==> src/rtl/bin_to_bcd_seq.sv <==
// bin_to_bcd_seq: iterative double-dabble binary to packed BCD converter with overflow saturation
module bin_to_bcd_seq #(
    parameter int WIDTH  = 14,
    parameter int DIGITS = 4
) (
    input  logic                  i_Clk,
    input  logic                  i_Rst,
    input  logic                  i_Start,
    input  logic [WIDTH-1:0]      i_Binary,
    output logic                  o_Busy,
    output logic                  o_Done,
    output logic [4*DIGITS-1:0]   o_BCD,
    output logic                  o_Overflow,
    output logic [DIGITS-1:0]     o_Digit_Valid
);
    localparam int BW = 4 * DIGITS;
    localparam int CW = $clog2(WIDTH + 1);

    typedef enum logic [1:0] {IDLE, SHIFT, DONE} state_t;

    state_t          state, next_state;
    logic [CW-1:0]   count;
    logic [WIDTH-1:0] shreg;
    logic [BW-1:0]   scratch, adjusted, nines;
    logic [DIGITS-1:0] sig;
    logic            carry, load;

    assign load   = i_Start && state != SHIFT;
    assign o_Busy = state == SHIFT;
    assign o_Done = state == DONE;

    genvar k;
    generate
        for (k = 0; k < DIGITS; k++) begin : g_digit
            assign adjusted[4*k+3:4*k] = scratch[4*k+3:4*k] >= 4'd5 ? scratch[4*k+3:4*k] + 4'd3 : scratch[4*k+3:4*k];
            assign nines[4*k+3:4*k]    = 4'd9;
            assign sig[k]              = k == 0 ? 1'b1 : |scratch[BW-1:4*k];
        end
    endgenerate

    // State register
    always_ff @(posedge i_Clk) begin
        if (i_Rst) state <= IDLE;
        else       state <= next_state;
    end

    // Next state: SHIFT runs until the counter is exhausted, then one finalize edge enters DONE
    always_comb begin
        next_state = state;
        if (state == SHIFT) next_state = count == '0 ? DONE : SHIFT;
        else                next_state = i_Start ? SHIFT : IDLE;
    end

    // Datapath: capture, add-3/shift iterations with sticky carry-out, and result registers
    always_ff @(posedge i_Clk) begin
        if (i_Rst) begin
            count         <= '0;
            shreg         <= '0;
            scratch       <= '0;
            carry         <= 1'b0;
            o_BCD         <= '0;
            o_Overflow    <= 1'b0;
            o_Digit_Valid <= DIGITS'(1);
        end else if (load) begin
            shreg   <= i_Binary;
            scratch <= '0;
            carry   <= 1'b0;
            count   <= CW'(WIDTH);
        end else if (state == SHIFT) begin
            if (count != '0) begin
                {scratch, shreg} <= {adjusted, shreg} << 1;
                carry            <= carry | adjusted[BW-1];
                count            <= count - 1'b1;
            end else begin
                o_BCD         <= carry ? nines : scratch;
                o_Overflow    <= carry;
                o_Digit_Valid <= carry ? '1 : sig;
            end
        end
    end
endmodule

==> config.mk <==
export PLATFORM = sky130hd
export DESIGN_NAME = bin_to_bcd_seq
export DESIGN_NICKNAME = d
export VERILOG_FILES = /design/src/rtl/bin_to_bcd_seq.sv
export SDC_FILE = /design/constraint.sdc
export NUM_CORES = 1
export LEC_CHECK = 0
export BUFFER_PORTS_ARGS = -buffer_cell sky130_fd_sc_hd__buf_2
export CAP_MARGIN = 40
export CORE_ASPECT_RATIO = 1.4
export CORE_MARGIN = 2
export CORE_UTILIZATION = 60
export DETAILED_ROUTE_END_ITERATION = 6
export GPL_TIMING_DRIVEN = 0
export PLACE_DENSITY = 0.84
export SETUP_SLACK_MARGIN = 0.05
export SLEW_MARGIN = 20
export SYNTH_ARGS = -nofsm -noshare
export SYNTH_HDL_FRONTEND = slang
export SYNTH_SLANG_ARGS = --single-unit
export TNS_END_PERCENT = 30
==> constraint.sdc <==
create_clock -name i_Clk -period 3.4 [get_ports i_Clk]
set_input_delay 0.34 -clock i_Clk [delete_from_list [all_inputs] [get_ports i_Clk]]
set_output_delay 0.34 -clock i_Clk [all_outputs]
set_load 0.01 [all_outputs]
==> summary.md, run 1 <==
| Metric | Value |
|---|---|
| Reg area | `1140 sq um` |
| GRT Max-Usage Layer | `met2` |
| Vias | `2,212` |
| Status | `finished, violations left` |
| Final hold vios | `0` |
| Die width | `~59 um` |
| Share of layout cells above drive strength 1 | `0.182` |
| Slew @ Worst Pin | `0.636 ns` |
| Synth Warn # | `0` |
| Max rail drop VDD | `~0.28 mV` |
| Fin crit share | `0.560` |
| Synth top area share | `0.455` |
| Worst-skew pair later-pin latency | `0.34 ns` |
| Hold-fix buffers, CTS | `0` |
| Critical path arrival | `2.13 ns` |
| TritonCTS clock tree | `built` |
| Pre-CTS WS | `1.52 ns` |
| Post-cts sizing count | `0` |
| Drt first-iter violations | `147` |
| Vias per std cell | `5.67` |
| Global-route met1 utilization | `0.303` |
| Synthesized area | `2510 sq um` |
| Final Util | `0.731` |
| Crit path max fanout | `9` |
| Top post-synthesis cells by count | `dfxtp_1, a21oi_1, nand2_1` |
| Top_reg_cell synth | `dfxtp_1` |
| Drt first pass iters | `6` |
| Critical path startpoint category | `register` |
| Tot GR Track Use | `0.262` |
| Power per cell area | `approximately 500 nW/um^2` |
| Leak | `1.20 nW` |
| Final #Nets | `371` |
| Global-route wire length before repair | `9250 um` |
| Synth top area cells | `dfxtp_1, a21oi_1, ha_1, nand2_1, a22oi_1` |
| Violated checks | `design-rule violations` |
| Postcts setup bufs | `0` |
| DP HPWL | `3870 um` |
| Worst path cell trace | `or3_4, o21ai_1, nor2_1, a22o_1` |
| Slowest stage delay, CP | `around 0.46 ns` |
| FMAX | `0.525 GHz` |
| Number of flops mapped to enable cells by yosys | `0` |
| WP data required | `3.63 ns` |
| Clock skew | `0.00507 ns` |
| CP Buf/Inv Count | `0` |
| GRT overflow | `0` |
| Crit end category | `register` |
| CTS buffer count | `9` |
| Largest net degree at the start of global routing | `11` |
| Synth area leader | `dfxtp_1` |
| Gpl congestion | `0.778` |
| M3 GR Usage | `0.0451` |
| Wire per inst | `14.1 um` |
| Kind of critical path | `register to register` |
| Total negative setup slack | `0 ns` |
| Cells after Synth | `294` |
| Fillers | `336` |
| Tmin final | `1.90 ns` |
| Crit path max-delay cell type | `o21ai_1` |
| Vias in the first global route | `2,059` |
| Mapped Nets | `322` |
| Maximum clock path buffer count | `2` |
| Initial antenna violation count | `0` |
| Total die area | `4720 sq um` |
| FP Rows | `27` |
| Final WL | `5490 um` |
| Synth async-reset ratio | `0` |
| H-tree Lvls | `3` |
| RSZ-0062 raised after global routing | `false` |
| CTS root buffer | `clkbuf_8` |
| GR Util met2 | `0.433` |
| Layout Cells excl Fill | `approximately 400` |
| Final Max Tran Viols | `0` |
| Seq/Total Area, Yosys | `0.455` |
| Routed Antenna Nets | `0` |
| Setup violators final | `0` |
| CORE AREA | `around 4000 sq um` |
| CTS clock-pin slew for the worst setup and hold paths | `about 0.060 ns` |
| # DRC | `2` |
| Starting density of the core | `0.629` |
| Area delta synth->final | `16.2%` |
| Slew margin rel. | `0.574` |
| Count leader, synth | `dfxtp_1` |
| Multi-input gate area | `about 1200 sq um` |
| Syn Area/Cell | `8.53 sq um` |
| # clock sinks | `between 50 and 60` |
| Worst min path class | `input pin to register` |
| Setup ws final | `1.50 ns` |
| Delay-heaviest family, CP | `compound AO/OA/AOI/OAI gates` |
| Die H | `80.5 um` |
| Antenna cell count | `0` |
| Max_cap viols | `0` |
| Cell variety after synth | `34` |
| PortBufs | `38` |
| Yosys reg bits | `57` |
| Io pins | `40` |
| Placed insts | `around 380` |
[through the flow]
| step | total power [W] | area (sq um) | hold WS, ns |
|---|---|---|---|
| after floorplan | 0.000870 | 2510 | 0.432 |
| after global placement | 0.000923 | 2750 | 0.436 |
| after detailed placement | 0.000929 | 2750 | 0.441 |
| after CTS | 0.00146 | 2910 | 0.227 |
| after global routing | 0.00151 | 2910 | 0.252 |
| final | 0.00144 | 2910 | 0.241 |
[cell families after synthesis]
| family | synth area share |
|---|---|
| AO/OA/AOI/OAI | 0.204 |
| XOR/XNOR | 0.0140 |
| adder cells (fa/ha/maj) | 0.0549 |
| buffers and inverters | 0.0484 |
| flip-flops | 0.455 |
| multiplexers | 0.0244 |
| other | 0.00149 |
| AND/OR/NAND/NOR | 0.198 |
[routing by layer]
layer  share of wire  up-vias
met4           0.034        0
met5               0        -
met2            0.51       48
li1                -     1125
met3           0.034       15
met1            0.42     1024
[layout by cell type (no fill, tap or decap), drive strengths merged, types with 9 or more instances in the layout]
cell | synthesis | layout
a21oi | 44 | 44
a22o | 9 | 9
a22oi | 13 | 13
buf | 7 | 45
clkbuf | 10 | 21
dfxtp | 57 | 57
ha | 11 | 11
inv | 10 | 10
nand2 | 31 | 31
nor2 | 25 | 25
nor3 | 17 | 17
o21ai | 14 | 14
[registers in the layout, indices dropped and copies added, names as in the netlist]
| signal | cells |
|---|---|
| o_Overflow | 1 |
| count | 4 |
| scratch | 16 |
| shreg | 14 |
| state | 2 |
| o_Digit_Valid | 3 |
| carry | 1 |
| o_BCD | 16 |
[area by class of cell]
| cell class | count | area share |
|---|---|---|
| sequential | 57 | 0.392 |
| clock inverter | 4 | 0.00687 |
| buffer | 17 | 0.0288 |
| tap | 43 | 0.0185 |
| multi-input combinational | 210 | 0.428 |
| clock buffer | 11 | 0.0485 |
| timing repair buffer | 38 | 0.0653 |
| inverter | 10 | 0.0129 |
[worst reg2reg max path, cell delays in order (launching register included)]
cell     delay, ns
dfxtp_1       0.35
or3_4         0.42
o21ai_1       0.46
nor2_1        0.30
a22o_1        0.27
[where the power goes]
group | leakage [nW] | switching [W] | internal, W | total, W
registers | 0.464 | 0.0000223 | 0.000701 | 0.000724
clock network | 0.0887 | 0.000253 | 0.000274 | 0.000528
logic | 0.651 | 0.000117 | 0.0000756 | 0.000193
[final timing paths]
kind | start | to | slack, ns | depth (start not counted)
worst max register to register | count[1]$_SDFFE_PP0P_ | scratch[13]$_SDFFE_PP0P_ | 1.50 | 4
worst min-delay path | i_Binary[0] | shreg[0]$_SDFFE_PP0P_ | 0.24 | 3
worst max-delay path | count[1]$_SDFFE_PP0P_ | scratch[13]$_SDFFE_PP0P_ | 1.50 | 4
worst min register to register | o_BCD[9]$_SDFFE_PP0P_ | o_BCD[9]$_SDFFE_PP0P_ | 0.45 | 2
(Power assumes the default switching activity.)
==> run 2, diff against run 1 <==
- CORE_UTILIZATION: 60 -> 50
- PLACE_DENSITY: 0.84 -> 0.75
- clock period: 3.4 -> 1.7 ns (I/O delays scaled with it)
==> run 2 against run 1 <==
Compared with the run above: critical path depth unchanged; routed wire length up 3.8%; final cell count up 6.9%; the run now ends clean; via count up 2.0%; clock power up 110%; total power up 110%; count of clock-buffer cells in the layout up 2; hold slack worse by 0.17 ns; utilization down 8.9 points; global-route usage down 4.1 points.
==> summary.md, run 2 (synthesized netlist as in run 1, its figures left out) <==
| Metric | Value |
|---|---|
| PortBufs | `38 (unchanged)` |
| Leak | `1.26 nW (was 1.20 nW)` |
| # clock sinks | `57 (unchanged)` |
| Crit path max-delay cell type | `or3_4 (was o21ai_1)` |
| Vias in the first global route | `2,122 (was 2,059)` |
| Met1 Wirelength | `2370 um (was 2320 um)` |
| Fin crit share | `0.978 (was 0.560)` |
| Wire per inst | `13.7 um (was 14.1 um)` |
| Commonest non-fill, non-tap cell in the layout | `dfxtp_1 (unchanged)` |
| CTS buffer count | `9 (unchanged)` |
| Final WL | `5700 um (was 5490 um)` |
| Total die area | `5610 sq um (was 4720 sq um)` |
| Tmin final | `1.66 ns (was 1.90 ns)` |
| Die H | `87.8 um (was 80.5 um)` |
| Power per cell area | `974 nW/um^2 (was 496 nW/um^2)` |
| Post-route cell area | `3110 sq um (was 2910 sq um)` |
| Final #Nets | `376 (was 371)` |
| Vias | `2,257 (was 2,212)` |
| Area delta synth->final | `23.8% (was 16.2%)` |
| Slowest stage delay, CP | `0.39 ns (was 0.46 ns)` |
| Placed Instance Area | `2780 sq um (was 2750 sq um)` |
| Routed Antenna Nets | `0 (unchanged)` |
| CTS root buffer | `clkbuf_8 (unchanged)` |
| Initial antenna violation count | `0 (unchanged)` |
| Largest registers | `o_BCD x16, scratch x16, shreg x14 (unchanged)` |
| Wire length on met2 | `2920 um (was 2800 um)` |
| Final hold vios | `0 (unchanged)` |
| Io pins | `40 (unchanged)` |
| DP HPWL | `3960 um (was 3870 um)` |
| Max rail drop VDD | `0.642 mV (was 0.282 mV)` |
| Crit-path most repeated cell | `or3_4` |
| FMAX | `0.601 GHz (was 0.525 GHz)` |
| H-tree Lvls | `3 (unchanged)` |
| RSZ-0062 raised after global routing | `true (was false)` |
| Delay-heaviest family, CP | `simple AND/OR/NAND/NOR gates (was compound AO/OA/AOI/OAI gates)` |
| Global-route wire length before repair | `9440 um (was 9250 um)` |
| CTS clock-pin slew for the worst setup and hold paths | `0.06 ns (about the same)` |
| CORE AREA | `4840 sq um (was 3990 sq um)` |
| Die width | `63.9 um (was 58.7 um)` |
| Vias per std cell | `5.41 (was 5.67)` |
| Starting density of the core | `0.518 (was 0.629)` |
| Met3 Wirelength | `248 um (was 185 um)` |
| Max_cap viols | `0 (unchanged)` |
| Top layer in use | `met4 (unchanged)` |
| Worst-skew pair later-pin latency | `0.34 ns (about the same)` |
| Final Max Tran Viols | `0 (unchanged)` |
| Slew @ Worst Pin | `0.603 ns (was 0.636 ns)` |
| Tot GR Track Use | `0.221 (was 0.262)` |
| Gpl congestion | `0.854 (was 0.778)` |
| Slew margin rel. | `0.598 (was 0.574)` |
| Worst path cell trace | `or3_4, or3_4, or3_1, a21oi_2 (was or3_4, o21ai_1, nor2_1, a22o_1)` |
| Critical path arrival | `1.94 ns (was 2.13 ns)` |
| WP data required | `1.98 ns (was 3.63 ns)` |
| Critical path startpoint category | `register (unchanged)` |
| Clock skew | `0.00485 ns (was 0.00507 ns)` |
| Share of layout cells above drive strength 1 | `0.266 (was 0.182)` |
| Drt first-iter violations | `114 (was 147)` |
| Drt first pass iters | `4 (was 6)` |
| Antenna cell count | `0 (unchanged)` |
| Largest net degree at the start of global routing | `11 (unchanged)` |
| CP Buf/Inv Count | `0 (unchanged)` |
| TritonCTS clock tree | `built (unchanged)` |
| Worst min path class | `input pin to register (unchanged)` |
| Status | `finished, final reports clean (was finished, violations left)` |
| Crit path max fanout | `6 (was 9)` |
| Commonest cells after routing, fill and taps aside | `dfxtp_1, a21oi_1, buf_2 (unchanged)` |
| # DRC | `0 (was 2)` |
| Final Util | `0.642 (was 0.731)` |
| Crit end category | `register (unchanged)` |
| FP Rows | `30 (was 27)` |
| Setup violators final | `0 (unchanged)` |
| Maximum clock path buffer count | `2 (unchanged)` |
| Kind of critical path | `register to register (unchanged)` |
| GRT overflow | `0 (unchanged)` |
==> run 2: cell types whose count changed in the layout (fill, tap and decap cells not counted), sizes merged <==
| cell | before | now |
|---|---|---|
| buf | 45 | 51 |
| clkbuf | 21 | 22 |
| clkinv | 4 | 3 |
==> run 2: final timing paths <==
path,from,end,slack (ns),cells after the start
setup / recovery,count[1]$_SDFFE_PP0P_,o_BCD[9]$_SDFFE_PP0P_,0.04,4
hold reg to reg,o_BCD[13]$_SDFFE_PP0P_,o_BCD[13]$_SDFFE_PP0P_,0.45,2
hold / removal,i_Binary[0],shreg[0]$_SDFFE_PP0P_,0.07,3
setup reg to reg,count[1]$_SDFFE_PP0P_,o_BCD[9]$_SDFFE_PP0P_,0.04,4
==> run 2: through the flow <==
stage	hold slack, ns	std cells	setup TNS [ns]	worst slack, ns	power [W]
final	0.0735	417	0	0.0373	0.00303
after global routing	0.0771	417	-0.149	-0.0251	0.00315
after CTS	0.0606	416	0	0.00116	0.00302
after detailed placement	0.426	396	-2.85	-0.148	0.00186
after global placement	0.418	396	-2.78	-0.167	0.00185
after floorplan	0.306	294	0	0.0878	0.00174
==> run 2: area by class of cell <==
cell class	count	area, sq um
Clock buffer	13	159
Multi-Input combinational cell	210	1330
Buffer	15	90.1
Inverter	10	40.0
Sequential cell	57	1150
Clock inverter	3	15.0
Tap cell	64	80.1
Fill cell	414	1740
Timing Repair Buffer	45	244
==> run 2: what timing repair did <==
| action | CTS | global route |
|---|---|---|
| gates resized for setup | 27 | 10 |
| cloned | 2 | 0 |
| setup buffers | 3 | 2 |
| setup endpoints to repair | 46 | 46 |
| hold buffers | 0 | 0 |
| pin swaps | 11 | 3 |
==> run 2: routing by layer <==
layer,GRT usage,up-vias
li1,-,1142
met4,0.117,0
met1,0.236,1048
met3,0.0553,15
met2,0.398,52
met5,0,-
==> run 2: power by group <==
part	total, W	leakage, nW	internal (W)	switching [W]
logic	0.000455	0.703	0.000191	0.000264
clock network	0.00112	0.0932	0.000601	0.000519
registers	0.00145	0.465	0.00140	0.0000474
total	0.00303	1.26	0.00220	0.000830
==> run 2: worst min-delay path, cell delays in order <==
cell	delay [ns]
buf_2	0.10
nand2_1	0.05
a21oi_1	0.05
==> run 3, diff against run 2 <==
- CAP_MARGIN: 40 -> not set
- REMOVE_ABC_BUFFERS: not set -> 1
- SETUP_SLACK_MARGIN: 0.05 -> 0.2
==> run 3 against run 2 <==
Compared with the run above: sequential cell count did not move; total power rose by 0.49%; critical endpoint is now o_BCD[13]$_SDFFE_PP0P_; die area did not move; clock skew rose by 0.0012 ns; combinational power rose by 1%; final cell count fell by 2.9%; cell area fell by 0.52%; count of clock-buffer cells in the layout rose by 1; the flow now finishes with violations (negative setup slack); maximum frequency fell by 3.7%; register-to-register slack got worse by 0.06 ns.
==> summary.md, run 3 (synthesized netlist as in run 1, its figures left out) <==
| Metric | Value |
|---|---|
| Share of layout cells above drive strength 1 | `0.255 (was 0.266)` |
| Io pins | `40 (unchanged)` |
| DP HPWL | `3440 um (was 3960 um)` |
| Clock skew | `0.00608 ns (was 0.00485 ns)` |
| Worst path cell trace | `or3_4, or3_4, or3_4, a21oi_2 (was or3_4, or3_4, or3_1, a21oi_2)` |
| Crit path max-delay cell type | `or3_4 (unchanged)` |
| RSZ-0062 raised after global routing | `true (unchanged)` |
| Slowest stage delay, CP | `0.43 ns (was 0.39 ns)` |
| Setup violators final | `3 (was 0)` |
| # clock sinks | `57 (unchanged)` |
| Pre-CTS WS | `-0.348 ns (was -0.148 ns)` |
| FMAX | `0.579 GHz (was 0.601 GHz)` |
| Worst-case reg-to-reg path depth | `4 (unchanged)` |
| Worst Hold Launch | `i_Binary[0] (unchanged)` |
| Slew @ Worst Pin | `0.741 ns (was 0.603 ns)` |
| Worst-skew pair later-pin latency | `0.34 ns (about the same)` |
| Tmin final | `1.73 ns (was 1.66 ns)` |
| Largest net degree at the start of global routing | `42 (was 11)` |
| CTS buffer count | `9 (unchanged)` |
| Commonest cells after routing, fill and taps aside | `dfxtp_1, a21oi_1, buf_2 (unchanged)` |
| Hold worst-path end | `shreg[0]$_SDFFE_PP0P_ (unchanged)` |
| Delay-heaviest family, CP | `simple AND/OR/NAND/NOR gates (unchanged)` |
| Violated checks | `negative setup slack` |
| Final hold vios | `0 (unchanged)` |
| Wire per inst | `14.0 um (was 13.7 um)` |
| Crit path max fanout | `6 (unchanged)` |
| TritonCTS clock tree | `built (unchanged)` |
| Largest registers | `o_BCD x16, scratch x16, shreg x14 (unchanged)` |
| Maximum clock path buffer count | `2 (unchanged)` |
| FP Rows | `30 (unchanged)` |
| CP Buf/Inv Count | `0 (unchanged)` |
| Kind of critical path | `register to register (unchanged)` |
| Reg2reg setup slack | `-0.03 ns (was 0.04 ns)` |
| Reg2reg start | `count[3]$_SDFFE_PP0P_ (was count[1]$_SDFFE_PP0P_)` |
| Setup ws final | `-0.0274 ns (was 0.0373 ns)` |
| Global-route wire length before repair | `9730 um (was 9440 um)` |
| Fillers | `396 (was 414)` |
| H-tree Lvls | `3 (unchanged)` |
| Tot GR Track Use | `0.224 (was 0.221)` |
| Area delta synth->final | `23.2% (was 23.8%)` |
| Critical path startpoint category | `register (unchanged)` |
| Power per cell area | `984 nW/um^2 (was 974 nW/um^2)` |
| Drt first pass iters | `4 (unchanged)` |
| Slew margin rel. | `0.506 (was 0.598)` |
| Total die area | `5610 sq um (unchanged)` |
| Commonest non-fill, non-tap cell in the layout | `dfxtp_1 (unchanged)` |
| Status | `finished, violations left (was finished, final reports clean)` |
| R2r endpoint | `o_BCD[13]$_SDFFE_PP0P_ (was o_BCD[9]$_SDFFE_PP0P_)` |
| WP data required | `1.97 ns (was 1.98 ns)` |
| Vias in the first global route | `2,124 (was 2,122)` |
| Antenna cell count | `0 (unchanged)` |
| Worst Hold Depth | `3 (unchanged)` |
| Final WL | `5690 um (was 5700 um)` |
| GRT overflow | `0 (unchanged)` |
| CTS clock-pin slew for the worst setup and hold paths | `0.06 ns (about the same)` |
| Fin crit share | `1.02 (was 0.978)` |
| Die width | `63.9 um (unchanged)` |
| CTS root buffer | `clkbuf_8 (unchanged)` |
| Die H | `87.8 um (unchanged)` |
| Leak | `1.23 nW (was 1.26 nW)` |
| Vias | `2,252 (was 2,257)` |
| # DRC | `0 (unchanged)` |
| Crit-path most repeated cell | `or3_4 (unchanged)` |
| CORE AREA | `4840 sq um (unchanged)` |
| Max rail drop VDD | `0.615 mV (was 0.642 mV)` |
| PortBufs | `38 (unchanged)` |
| Starting density of the core | `0.518 (unchanged)` |
| Routed Antenna Nets | `0 (unchanged)` |
| Layout Cells excl Fill | `405 (was 417)` |
| Vias per std cell | `5.56 (was 5.41)` |
| Crit end category | `register (unchanged)` |
| Initial antenna violation count | `0 (unchanged)` |
| Max_cap viols | `0 (unchanged)` |
| Placed Instance Area | `2710 sq um (was 2780 sq um)` |
| Final #Nets | `364 (was 376)` |
| Drt first-iter violations | `101 (was 114)` |
| Post-route cell area | `3090 sq um (was 3110 sq um)` |
| Worst min path class | `input pin to register (unchanged)` |
| Final Max Tran Viols | `0 (unchanged)` |
| Gpl congestion | `0.766 (was 0.854)` |
| Critical path arrival | `1.99 ns (was 1.94 ns)` |
| Placed insts | `380 (was 396)` |
run 3: repair_timing:
item                                    4_1_cts  5_1_grt
hold buffers                                  0        0
setup buffers                                 6        0
pin swaps                                    16       13
gates cloned                                  3        0
resized for setup                            27        9
hold endpoints to repair                      0        0
endpoints found under the setup margin       50       55
run 3: worst max-delay path by stage:
stage	to	from	cells past startpoint	slack (ns)
CTS	o_BCD[13]$_SDFFE_PP0P_	count[3]$_SDFFE_PP0P_	4	-0.04
global route	o_BCD[13]$_SDFFE_PP0P_	count[1]$_SDFFE_PP0P_	4	-0.08
floorplan	scratch[10]$_SDFFE_PP0P_	state[1]$_SDFF_PP0_	4	-0.35
finish	o_BCD[13]$_SDFFE_PP0P_	count[3]$_SDFFE_PP0P_	4	-0.03
global placement	scratch[13]$_SDFFE_PP0P_	state[1]$_SDFF_PP0_	4	-1.02
detailed placement	shreg[12]$_SDFFE_PP0P_	state[1]$_SDFF_PP0_	5	-0.35
run 3: tightest hold or removal path, delay by kind of cell:
kind	cells	cell delay [ns]
AO/OA/AOI/OAI	1	0.05
buffers and inverters	1	0.10
AND/OR/NAND/NOR	1	0.04
run 3: power breakdown:
group          leakage (nW)  switching (W)  internal, W
clock network        0.0867       0.000520     0.000607
registers             0.465      0.0000511      0.00140
logic                 0.674       0.000270     0.000191
run 3: layer usage:
metal | routed length (um) | global-route usage | vias up | part of all wire
met5 | 0 | 0 | - | 0
met2 | 2880 | 0.384 | 55 | 0.51
met4 | 133 | 0.113 | 0 | 0.023
li1 | - | - | 1123 | -
met3 | 278 | 0.0591 | 13 | 0.049
met1 | 2390 | 0.256 | 1061 | 0.42
run 3: final cells by class:
class	instances	area, sq um	area share
Inverter	10	37.5	0.0121
Multi-Input combinational cell	213	1390	0.449
Timing Repair Buffer	45	263	0.0850
Clock inverter	2	12.5	0.00405
Tap cell	64	80.1	0.0259
Clock buffer	14	163	0.0526
Sequential cell	57	1150	0.371
run 3: stage by stage:
step	utilization	hold WS [ns]	setup TNS [ns]	power (W)
6_report	0.638	0.0702	-0.0445	0.00304
5_1_grt	0.638	0.0818	-1.42	0.00317
3_3_place_gp	0.557	0.416	-22.94	0.00182
3_5_place_dp	0.559	0.417	-10.24	0.00184
4_1_cts	0.630	0.0607	-0.100	0.00305
2_1_floorplan	-	0.239	-3.37	0.00171
